==> config.mk <==
export PLATFORM = sky130hd
export DESIGN_NAME = i2c_mem_seq
export DESIGN_NICKNAME = d
export VERILOG_FILES = /design/src/rtl/i2c_seq_pkg.sv /design/src/rtl/i2c_mem_seq.sv
export SDC_FILE = /design/constraint.sdc
export NUM_CORES = 1
export LEC_CHECK = 0
export ABC_CLOCK_PERIOD_IN_PS = 1600
export BUFFER_PORTS_ARGS = -buffer_cell sky130_fd_sc_hd__buf_2
export CORE_MARGIN = 2
export CORE_UTILIZATION = 47
export DETAILED_ROUTE_END_ITERATION = 10
export HOLD_SLACK_MARGIN = 0.05
export PLACE_DENSITY = 0.72
export SKIP_CTS_REPAIR_TIMING = 1
export SYNTH_ARGS = -nofsm -noshare
export SYNTH_HDL_FRONTEND = slang
export SYNTH_SLANG_ARGS = --single-unit
==> constraint.sdc <==
create_clock -name clk -period 1.6 [get_ports clk]
set_input_delay 0.16 -clock clk [delete_from_list [all_inputs] [get_ports clk]]
set_output_delay 0.16 -clock clk [all_outputs]
set_load 0.01 [all_outputs]
==> src/rtl/i2c_seq_pkg.sv <==
// Shared types for the I2C memory sequencer: FSM encoding, byte-controller
// command payload and the default target slave address.
package i2c_seq_pkg;

  localparam int unsigned BYTE_W = 8;
  localparam int unsigned CNT_W  = 2;
  localparam int unsigned ADR_W  = 7;

  localparam logic [ADR_W-1:0] SLAVE_ADR_DEF = 7'b001_0000;

  typedef enum logic [2:0] {
    ST_IDLE,
    ST_SADR_W,
    ST_MADR,
    ST_WDATA,
    ST_SADR_R,
    ST_RDATA,
    ST_STOP,
    ST_FIN
  } state_t;

  typedef struct packed {
    logic              start;
    logic              stop;
    logic              read;
    logic              write;
    logic              ack_in;
    logic [BYTE_W-1:0] din;
  } bc_cmd_t;

  function automatic bc_cmd_t mk_cmd(input logic start, input logic stop,
                                     input logic read, input logic write,
                                     input logic ack_in,
                                     input logic [BYTE_W-1:0] din);
    bc_cmd_t c;
    c.start  = start;
    c.stop   = stop;
    c.read   = read;
    c.write  = write;
    c.ack_in = ack_in;
    c.din    = din;
    return c;
  endfunction

endpackage

==> src/rtl/i2c_mem_seq.sv <==
// Sequences byte-controller commands for multi-byte I2C memory reads/writes
// (slave address, memory address, optional repeated start, data, stop).
module i2c_mem_seq
  import i2c_seq_pkg::*;
#(
  parameter logic [6:0] SLAVE_ADR = SLAVE_ADR_DEF
) (
  input  logic       clk,
  input  logic       nReset,
  input  logic       req,
  input  logic       rw,
  input  logic [7:0] mem_adr,
  input  logic [1:0] len,
  input  logic [7:0] wdat,
  output logic       wdat_take,
  output logic [7:0] rdat,
  output logic       rdat_vld,
  output logic       busy,
  output logic       done,
  output logic       err,
  output logic       bc_start,
  output logic       bc_stop,
  output logic       bc_read,
  output logic       bc_write,
  output logic       bc_ack_in,
  output logic [7:0] bc_din,
  input  logic       bc_cmd_ack,
  input  logic       bc_ack_out,
  input  logic [7:0] bc_dout
);

  state_t             r_state, w_state;
  bc_cmd_t            r_cmd, w_cmd, w_load;
  logic               r_rw, w_rw;
  logic [BYTE_W-1:0]  r_adr, w_adr;
  logic [CNT_W-1:0]   r_cnt, w_cnt;
  logic               r_flag, w_flag;
  logic               r_pend, w_pend;
  logic               r_busy, w_busy;
  logic               r_done, w_done;
  logic               r_err, w_err;
  logic               r_take, w_take;
  logic               r_rvld, w_rvld;
  logic [BYTE_W-1:0]  r_rdat, w_rdat;
  logic               w_last, w_fin, w_fin_err;

  assign w_last = (r_cnt == CNT_W'(0));

  // Command each state issues once the previous one has been retired
  always_comb begin
    w_load = '0;
    case (r_state)
      ST_SADR_W: w_load = mk_cmd(1'b1, 1'b0, 1'b0, 1'b1, 1'b0, {SLAVE_ADR, 1'b0});
      ST_MADR:   w_load = mk_cmd(1'b0, 1'b0, 1'b0, 1'b1, 1'b0, r_adr);
      ST_WDATA:  w_load = mk_cmd(1'b0, w_last, 1'b0, 1'b1, 1'b0, wdat);
      ST_SADR_R: w_load = mk_cmd(1'b1, 1'b0, 1'b0, 1'b1, 1'b0, {SLAVE_ADR, 1'b1});
      ST_RDATA:  w_load = mk_cmd(1'b0, w_last, 1'b1, 1'b0, w_last, 8'h00);
      ST_STOP:   w_load = mk_cmd(1'b0, 1'b1, 1'b0, 1'b0, 1'b0, 8'h00);
      default:   w_load = '0;
    endcase
  end

  always_comb begin
    w_state   = r_state;
    w_cmd     = r_cmd;
    w_rw      = r_rw;
    w_adr     = r_adr;
    w_cnt     = r_cnt;
    w_flag    = r_flag;
    w_pend    = r_pend;
    w_busy    = r_busy;
    w_done    = 1'b0;
    w_err     = 1'b0;
    w_take    = 1'b0;
    w_rvld    = 1'b0;
    w_rdat    = r_rdat;
    w_fin     = 1'b0;
    w_fin_err = r_flag;

    case (r_state)
      ST_IDLE: begin
        if (req) begin
          w_rw    = rw;
          w_adr   = mem_adr;
          w_cnt   = len;
          w_state = ST_SADR_W;
          w_cmd   = mk_cmd(1'b1, 1'b0, 1'b0, 1'b1, 1'b0, {SLAVE_ADR, 1'b0});
          w_pend  = 1'b1;
          w_busy  = 1'b1;
        end
      end
      ST_FIN: w_state = ST_IDLE;
      default: begin
        // Idle gap between commands; after a take pulse wait one more cycle
        // so the source has presented its next byte.
        if (!r_pend) begin
          if (!r_take) begin
            w_cmd  = w_load;
            w_pend = 1'b1;
          end
        end else if (bc_cmd_ack) begin
          w_cmd  = '0;
          w_pend = 1'b0;
          if (r_state == ST_WDATA) w_take = 1'b1;
          if (r_cmd.write && bc_ack_out) begin
            if (r_cmd.stop) begin
              w_fin     = 1'b1;
              w_fin_err = 1'b1;
            end else begin
              w_flag  = 1'b1;
              w_state = ST_STOP;
            end
          end else begin
            case (r_state)
              ST_SADR_W: w_state = ST_MADR;
              ST_MADR:   w_state = r_rw ? ST_SADR_R : ST_WDATA;
              ST_SADR_R: w_state = ST_RDATA;
              ST_WDATA: begin
                if (w_last) w_fin = 1'b1;
                else        w_cnt = r_cnt - CNT_W'(1);
              end
              ST_RDATA: begin
                w_rdat = bc_dout;
                w_rvld = 1'b1;
                if (w_last) w_fin = 1'b1;
                else        w_cnt = r_cnt - CNT_W'(1);
              end
              ST_STOP:  w_fin = 1'b1;
              default:  w_state = r_state;
            endcase
          end
        end
      end
    endcase

    if (w_fin) begin
      w_state = ST_FIN;
      w_done  = 1'b1;
      w_err   = w_fin_err;
      w_busy  = 1'b0;
      w_flag  = 1'b0;
    end
  end

  always_ff @(posedge clk) begin
    if (!nReset) begin
      r_state <= ST_IDLE;
      r_cmd   <= '0;
      r_rw    <= 1'b0;
      r_adr   <= '0;
      r_cnt   <= '0;
      r_flag  <= 1'b0;
      r_pend  <= 1'b0;
      r_busy  <= 1'b0;
      r_done  <= 1'b0;
      r_err   <= 1'b0;
      r_take  <= 1'b0;
      r_rvld  <= 1'b0;
      r_rdat  <= '0;
    end else begin
      r_state <= w_state;
      r_cmd   <= w_cmd;
      r_rw    <= w_rw;
      r_adr   <= w_adr;
      r_cnt   <= w_cnt;
      r_flag  <= w_flag;
      r_pend  <= w_pend;
      r_busy  <= w_busy;
      r_done  <= w_done;
      r_err   <= w_err;
      r_take  <= w_take;
      r_rvld  <= w_rvld;
      r_rdat  <= w_rdat;
    end
  end

  assign bc_start  = r_cmd.start;
  assign bc_stop   = r_cmd.stop;
  assign bc_read   = r_cmd.read;
  assign bc_write  = r_cmd.write;
  assign bc_ack_in = r_cmd.ack_in;
  assign bc_din    = r_cmd.din;
  assign busy      = r_busy;
  assign done      = r_done;
  assign err       = r_err;
  assign wdat_take = r_take;
  assign rdat_vld  = r_rvld;
  assign rdat      = r_rdat;

endmodule

==> results of run 1 <==
worst min-delay path, cell delays in order:
cell	delay [ps]
buf_2	90
nand2_1	40
a21oi_1	50
cell families (layout without fill, tap and decap cells):
group | Yosys count | count (layout)
xor gates and xnor gates | 2 | 2
adders and majority gates | 1 | 1
buffers and inverters | 25 | 110
DFF | 42 | 42
and+or+nand+nor | 97 | 97
AOI/OAI and AO/OA | 76 | 76
muxes | 15 | 15
metal layers:
| metal | part of all wire | global-route usage | up-vias |
|---|---|---|---|
| met5 | 0 | 0 | - |
| met4 | 0.022 | 0.0755 | 0 |
| met3 | 0.061 | 0.0506 | 14 |
| met2 | 0.48 | 0.377 | 66 |
| met1 | 0.44 | 0.307 | 1043 |
| li1 | - | - | 1101 |
worst min path at each step:
stage | endpoint | slack (ps) | cells after the start
after floorplan | r_adr[1] | 300 | 2
after global placement | rdat[6] | 390 | 3
after detailed placement | rdat[4] | 410 | 3
after CTS | r_adr[4] | 80 | 3
after global routing | r_adr[1] | 90 | 3
final | r_adr[2] | 90 | 3
synthesized netlist by cell type, drive strengths merged (2+ instances only):
| cell | count |
|---|---|
| a211oi | 7 |
| a21oi | 28 |
| a31oi | 5 |
| and2 | 4 |
| and3 | 3 |
| buf | 14 |
| clkbuf | 5 |
| dfxtp | 42 |
| inv | 5 |
| mux2 | 6 |
| mux2i | 9 |
| nand2 | 37 |
| nand2b | 4 |
| nand3 | 2 |
| nand3b | 3 |
| nand4 | 2 |
| nor2 | 20 |
| nor2b | 3 |
| nor3 | 8 |
| nor3b | 2 |
| nor4 | 3 |
| o211a | 2 |
| o21a | 2 |
| o21ai | 9 |
| o31ai | 12 |
| or2 | 2 |
state kept, by name, summed over array words and instances (netlist names):
name / count
bc_write: 1
rdat: 8
r_adr: 8
r_flag: 1
bc_ack_in: 1
err: 1
bc_read: 1
rdat_vld: 1
busy: 1
bc_start: 1
bc_stop: 1
r_rw: 1
bc_din: 8
done: 1
r_pend: 1
r_cnt: 2
r_state: 3
wdat_take: 1
power by group through the flow:
stage	clock network, mW	registers, mW	logic, mW
2_1_floorplan	0	1.34	1.26
3_3_place_gp	0	1.35	1.99
3_5_place_dp	0	1.35	2.01
4_1_cts	0.688	1.33	2.01
5_1_grt	0.723	1.38	2.52
6_report	0.676	1.36	2.32
layout make-up:
type	instances	area, um2	share of cell area
clock buffers	5	68.8	0.0230
clock inverters	2	15.0	0.00502
inverters	6	22.5	0.00753
multi-input cells	191	1330	0.445
flip-flops and latches	42	847	0.283
well taps	52	65.1	0.0218
repair buffers	97	639	0.214
==> impl_metrics.tcl, run 1 <==
set metrics [dict create \
    die-height_um 71.7 \
    drt_wl_total_mm 5.95 \
    path_class "reg -> reg" \
    pre_cts_ws_ps -74.4 \
    worst_path_max_delay_cell "dfxtp_2" \
    fp.dieArea_mm2 0.00514 \
    hpwl_mm 4.29 \
    grt_pass1_wl_mm 9.41 \
    cts_tree "done" \
    crit_start "r_state[2]" \
    cp_data_arrival_time_ps 1770 \
    design.portCount 58 \
    final_hold_viol_count 0 \
    cts_max_level 2 \
    required_ps 1790 \
    syn_to_final_growth_pct 38.7 \
    crit_fanout 7 \
    tns_ps 0 \
    synth_top_family_by_area "simple AND/OR/NAND/NOR gates" \
    pwr-share-comb 0.532 \
    synth-simple-area-share 0.236 \
    r2r_slack_ps 20 \
    whs_ps 90.6 \
    r2r-start "r_state[2]" \
    synthArstFlopShare 0 \
    die_x_um 71.7 \
    syn_avg_cell_area_um2 8.36 \
    cts.path.max_buffers 2 \
    skew_ps 6.06 \
    clk_latency_ps 300 \
    critical_path.endpoint "bc_din[7]" \
    worst-path-stages 6 \
    row_count 24 \
    ctsRootBufferMaster "clkbuf_8" \
    crit_family "compound AO/OA/AOI/OAI gates" \
    status "finished, final reports clean" \
    coreArea_mm2 0.00438 \
    drive_gt1_frac 0.423 \
    synth-edff-count 0 \
    numCtsBuffers 5 \
    first_iter_violations 122 \
    cts.sinks 42 \
    antenna_found_initial 0 \
    drc 0 \
    setup_violations 0 \
    setup_ws_ps 19.4 \
    vias_per_cell 5.63 \
    wl_per_cell_um 15.1 \
    worstMarginPinSlew_ps 341 \
    yosys.area_share.xor_xnor 0.00813 \
    switching_power_mw 1.73 \
    synth.top_cell.area_share 0.390 \
    grt_max_degree 19 \
    grt_pass1_vias 2041 \
    yosysSeqAreaShare 0.390 \
    synth_flop_cell "dfxtp_1" \
    max-slew-margin-rel 0.771 \
    fin_crit_sh 0.988 \
    start_kind "flop" \
    gp_congestion 0.922 \
    clkSlewWorstSetupHoldPaths_ps 80 \
    fin_nets 376 \
    fin_util 0.682 \
    placed_cells 387 \
    worstRegToRegCells 6 \
    final_cell_mix "57 x buf_2, 37 x dfxtp_1, 36 x nand2_1" \
    hold_start "mem_adr[2]" \
    synthDistinctLibCells 53 \
    ys_top_cells_by_area "dfxtp_1 39%, a21oi_1 6.5%, nand2_1 6.3%, mux2i_1 4.2%, o31ai_1 4.2%" \
    power.total_mw 4.35 \
    max_freq_mhz 633 \
    end_kind "flop" \
    ant_nets 0 \
    maxCapViolCount 0 \
    ir_drop_uv 671 \
    yosys.area_share.adder 0.00580 \
    cell_internal_pwr_mw 2.62 \
    initial_core_util 0.492 \
    path_buf_inv 2 \
    max_stage_delay_ps 350 \
    cp_cell_sequence "buf_4 > and2_4 > o31a_1 > buf_6 > o31ai_1 > a21oi_1" \
    overflow 0 \
    yosysTopAreaCell "dfxtp_1" \
    vias 2224 \
    drtPass1Iterations 4 \
    synth_cells 258 \
    layout_commonest_cell "buf_2" \
    reg2reg_to "bc_din[7]" \
    hold_class "in -> reg" \
    synthMuxAreaShare 0.0731 \
    pwr-share-seq 0.312 \
    finalNonFillerCells 395 \
    grt_usage 0.232 \
    synth_fp_nets 291 \
    pwr_density_cell_mw_per_mm2 1450 \
    rsz0062_at_grt "true" \
    power.share.clock 0.155 \
    synth_area_mm2 0.00216 \
    min_period_ps 1580 \
    fill_cells 370 \
    maxSlewViolCount 0 \
    ys_warn_count 0 \
    p_sw_frac 0.399 \
    synth-seq-cells 42 \
    p_leak_nw 1.27 \
    finish.instance_area_mm2 0.00299 \
    diodes 0 \
    postPlaceCellArea_mm2 0.00274 \
    synth_compound_gate_area_share 0.230 \
    io_buffers 57 \
]
Power figures use the tool's default switching activity.
==> inputs of run 2 (changes only) <==
ABC_AREA = 1   (was not set)
CORE_UTILIZATION = 46   (was 47)
==> run 2 against run 1 <==
Against the previous run: clock skew up 1.8 ps; non-clock buffer count down 22; design area down 17%; sequential power about the same; critical path type unchanged.
==> impl_metrics.tcl, run 2 <==
set metrics [dict create \
    final_hold_viol_count 0 \
    antenna_found_initial 0 \
    initial_core_util 0.481 \
    cts.sinks 42 \
    coreArea_mm2 0.00406 \
    die_x_um 69.2 \
    clkSlewWorstSetupHoldPaths_ps 80 \
    synth-edff-count 0 \
    synth-seq-cells 42 \
    ant_nets 0 \
    final_cell_mix "57 x buf_2, 44 x nand2_1, 39 x dfxtp_1" \
    layout_commonest_cell "buf_2" \
    hold_class "in -> reg" \
    end_kind "flop" \
    yosysMostFrequentCell "nand2_1" \
    yosysSeqAreaShare 0.430 \
    syn_to_final_growth_pct 27.7 \
    synth_fp_nets 297 \
    tns_ps 0 \
    max_freq_mhz 692 \
    whs_ps 82.5 \
    hold_start "bc_dout[1]" \
    synth.top_cell.area_share 0.430 \
    ys_top_cells_by_area "dfxtp_1 43%, nand2_1 8.5%, a21oi_1 7.2%, o21ai_0 7.2%, nor2_1 6.1%" \
    yosysTopAreaCell "dfxtp_1" \
    synth_flop_cell "dfxtp_1" \
    start_kind "flop" \
    pwr-share-seq 0.351 \
    vias 1940 \
    cts_max_level 2 \
    ctsRootBufferMaster "clkbuf_8" \
    p_leak_nw 1.23 \
    hpwl_mm 3.44 \
    numCtsBuffers 5 \
    design.portCount 58 \
    grt_pass1_vias 1853 \
    worstMarginPinSlew_ps 252 \
    overflow 0 \
    drc 0 \
    crit_start "r_pend" \
    min_period_ps 1440 \
    status "finished, final reports clean" \
    synthDistinctLibCells 31 \
    cts.path.max_buffers 2 \
    synth_area_mm2 0.00195 \
    cell_internal_pwr_mw 2.31 \
    grt_usage 0.204 \
    max-slew-margin-rel 0.830 \
    power.share.clock 0.215 \
    pwr-share-comb 0.434 \
    p_sw_frac 0.394 \
    diodes 0 \
    switching_power_mw 1.50 \
    cts_tree "done" \
    row_count 23 \
    first_iter_violations 67 \
    maxSlewViolCount 0 \
    drtPass1Iterations 5 \
    clk_latency_ps 300 \
    grt_max_degree 24 \
    drt_wl_total_mm 4.69 \
    fin_crit_sh 0.903 \
    gp_congestion 0.884 \
    synthTopCellsByCount "44 x nand2_1, 42 x dfxtp_1, 32 x nor2_1" \
    skew_ps 7.87 \
    required_ps 1790 \
    drive_gt1_frac 0.324 \
    io_buffers 57 \
    wl_per_cell_um 12.1 \
    vias_per_cell 4.99 \
    synthArstFlopShare 0 \
    ir_drop_uv 608 \
    syn_avg_cell_area_um2 7.40 \
    setup_violations 0 \
    cp_data_arrival_time_ps 1630 \
    fin_nets 371 \
    ys_warn_count 0 \
    path_class "reg -> reg" \
    pwr_density_cell_mw_per_mm2 1530 \
    fp.dieArea_mm2 0.00478 \
    die-height_um 69.2 \
    maxCapViolCount 0 \
    synth_cells 264 \
    rsz0062_at_grt "false" \
    crit_fanout 6 \
    r2r-start "r_pend" \
    grt_pass1_wl_mm 7.95 \
]
==> run 2: worst paths after layout <==
kind / slack (ps) / depth (start not counted) / end
worst max-delay path: 160 / 7 / r_cnt[1]
worst min-delay path: 80 / 3 / rdat[1]
worst max register to register: 160 / 7 / r_cnt[1]
worst min register to register: 450 / 2 / busy
==> run 2: critical path: stages, from the launching register on <==
cell and delay [ps]:
dfxtp_1 470, nand2_1 230, inv_1 160, nand3_1 90, nand2_1 60, nand2_1 90
o21ai_0 170, a21oi_1 50
==> run 2: layer usage <==
metal  GRT usage  routed length [um]  up-vias  share of wire
li1            -                   -     1013              -
met2       0.345                2300       61           0.49
met3      0.0687                 323        2          0.069
met5           0                   0        -              0
met1       0.244                2040      864           0.44
met4      0.0632                  23        0         0.0049
==> run 2: cell type report <==
class                   count  area (um2)
repair buffers             75         420
inverters                  36         140
multi-input cells         178         917
fillers                   367        1560
flip-flops and latches     42         845
well taps                  50        62.6
clock buffers               5        68.8
clock inverters             3        40.0
==> run 2: stage by stage <==
stage          power (mW)  cells  worst slack (ps)  utilization  area (um2)
3_3_place_gp         2.95    379              79.8        0.582        2360
2_1_floorplan        2.53    264               266            -        1950
5_1_grt              4.09    389              2.70        0.615        2490
3_5_place_dp         2.96    379              68.4        0.582        2360
4_1_cts              3.79    387              56.7        0.609        2470
6_report             3.82    389               155        0.615        2490
==> run 2: kinds of logic (layout without fill, tap and decap cells) <==
kind of cell	Yosys count	in the layout	share of synthesized area
adders and majority gates	1	1	0.00641
DFF	42	42	0.430
and+or+nand+nor	107	107	0.270
buffers and inverters	44	119	0.101
AOI/OAI and AO/OA	70	70	0.192
==> run 2: power by group through the flow <==
stage | clock network (mW) | logic, mW | registers, mW
finish | 0.820 | 1.66 | 1.34
global route | 0.886 | 1.84 | 1.36
CTS | 0.837 | 1.62 | 1.33
detailed placement | 0 | 1.61 | 1.36
global placement | 0 | 1.60 | 1.35
floorplan | 0 | 1.21 | 1.33
==> inputs of run 3 (changes only) <==
BUFFER_PORTS_ARGS = not set   (was -buffer_cell sky130_fd_sc_hd__buf_2)
CORE_UTILIZATION = 56   (was 46)
DONT_BUFFER_PORTS = 1   (was not set)
PLACE_DENSITY = 0.71   (was 0.72)
==> run 3 against run 2 <==
Against the previous run: worst hold slack got worse by 75 ps; combinational power increased by 11%; critical path depth increased by 3; sequential share of layout area increased by 0.63 points; design area decreased by 1.3%; sequential cell count unchanged.
==> impl_metrics.tcl, run 3 (same netlist as run 2, synthesis figures left out) <==
set metrics [dict create \
    r2r-start "r_state[1]" \
    fill_cells 288 \
    die_x_um 63.1 \
    power.total_mw 3.91 \
    cp_cell_sequence "inv_4 > nand2_4 > nor2_8 > nand2_4 > nand2_4 > inv_4 > nand2_4 > nor3_4 > nand2_1 > a21oi_2" \
    reg2reg_to "bc_stop" \
    fin_crit_sh 0.935 \
    status "finished, final reports clean" \
    layout_commonest_cell "nand2_1" \
    grt_pass1_vias 1655 \
    clk_latency_ps 340 \
    p_leak_nw 1.06 \
    pwr_density_cell_mw_per_mm2 1590 \
    switching_power_mw 1.55 \
    initial_core_util 0.585 \
    maxSlewViolCount 0 \
    cts.sinks 42 \
    end_kind "flop" \
    first_iter_violations 100 \
    required_ps 1880 \
    min_period_ps 1500 \
    crit_family "simple AND/OR/NAND/NOR gates" \
    path_class "reg -> reg" \
    clkSlewWorstSetupHoldPaths_ps 120 \
    hold_class "in -> reg" \
    io_buffers 0 \
    coreArea_mm2 0.00334 \
    design.portCount 58 \
    grt_pass1_wl_mm 7.18 \
    fin_nets 337 \
    drtPass1Iterations 4 \
    max-slew-margin-rel 0.521 \
    die-height_um 63.1 \
    final_hold_viol_count 0 \
    cts.path.max_buffers 2 \
    grt_max_degree 25 \
    finalNonFillerCells 350 \
    worst_hold_path.endpoint "r_adr[6]" \
    crit_fanout 9 \
    worst_hold_path.num_cells 2 \
    rsz0062_at_grt "false" \
    placed_cells 324 \
    tns_ps 0 \
    worstRegToRegCells 10 \
    gp_congestion 0.887 \
    start_kind "flop" \
    drive_gt1_frac 0.211 \
    ctsRootBufferMaster "clkbuf_4" \
    wl_per_cell_um 13.5 \
    grt_usage 0.227 \
    drc 0 \
    cp_data_arrival_time_ps 1770 \
    hpwl_mm 3.36 \
    pwr-share-seq 0.350 \
    setup_ws_ps 104 \
    vias_per_cell 5.25 \
    r2r_slack_ps 100 \
    diodes 0 \
    cts_max_level 2 \
    overflow 0 \
    worst-path-stages 10 \
    setup_violations 0 \
    power.share.clock 0.176 \
    drt_wl_total_mm 4.74 \
    max_freq_mhz 669 \
    vias 1837 \
    worstMarginPinSlew_ps 716 \
    antenna_found_initial 0 \
    worst_path_max_delay_cell "dfxtp_4" \
    maxCapViolCount 0 \
    pwr-share-comb 0.474 \
    p_sw_frac 0.396 \
    max_stage_delay_ps 410 \
    row_count 21 \
    fp.dieArea_mm2 0.00398 \
    hold_start "mem_adr[6]" \
    pre_cts_ws_ps 113 \
    ant_nets 0 \
    skew_ps 5.74 \
    syn_to_final_growth_pct 26.1 \
    numCtsBuffers 5 \
    cell_internal_pwr_mw 2.36 \
    final_cell_mix "44 x nand2_1, 39 x dfxtp_1, 32 x nor2_1" \
    path_buf_inv 2 \
    critical-path-top-cell-by-count "nand2_4" \
    cts_tree "done" \
    whs_ps 7.10 \
    ir_drop_uv 1030 \
]
## run 3: cell count changes in the layout (fill, tap and decap cells not counted), sizes merged
cell	previous run	this run
buf	75	24
dlygate4sd3	0	17
clkbuf	5	6
clkinv	3	1
## run 3: area by class of cell
class | instances | area [um2] | share of cell area
Multi-Input combinational cell | 178 | 966 | 0.392
Clock inverter | 1 | 30.0 | 0.0122
Inverter | 36 | 145 | 0.0589
Tap cell | 46 | 57.6 | 0.0234
Sequential cell | 42 | 850 | 0.345
Timing Repair Buffer | 41 | 363 | 0.147
Clock buffer | 6 | 51.3 | 0.0208
## run 3: worst max path at each step
stage | start | end | slack, ps
global placement | r_state[0] | bc_din[4] | 140
CTS | r_cnt[0] | r_state[2] | 90
global route | r_state[1] | bc_stop | 2
finish | r_state[1] | bc_stop | 100
detailed placement | r_cnt[0] | r_state[2] | 110
floorplan | r_state[1] | bc_start | 270
## run 3: routing by layer
layer	part of all wire	vias up	GRT usage
met4	0.0065	0	0.0556
met2	0.48	63	0.370
met1	0.43	829	0.293
li1	-	941	-
met5	0	-	0
met3	0.075	4	0.0696
## run 3: power by group through the flow
stage	combinational [mW]	clock, mW	sequential, mW
4_1_cts	1.67	0.705	1.35
3_3_place_gp	1.65	0	1.36
3_5_place_dp	1.67	0	1.37
6_report	1.85	0.690	1.37
2_1_floorplan	1.21	0	1.33
5_1_grt	2.04	0.740	1.39
## run 3: per-stage QoR
| step | utilization | area (um2) |
|---|---|---|
| 2_1_floorplan | - | 1950 |
| 3_3_place_gp | 0.639 | 2130 |
| 3_5_place_dp | 0.639 | 2130 |
| 4_1_cts | 0.663 | 2210 |
| 5_1_grt | 0.738 | 2460 |
| 6_report | 0.738 | 2460 |
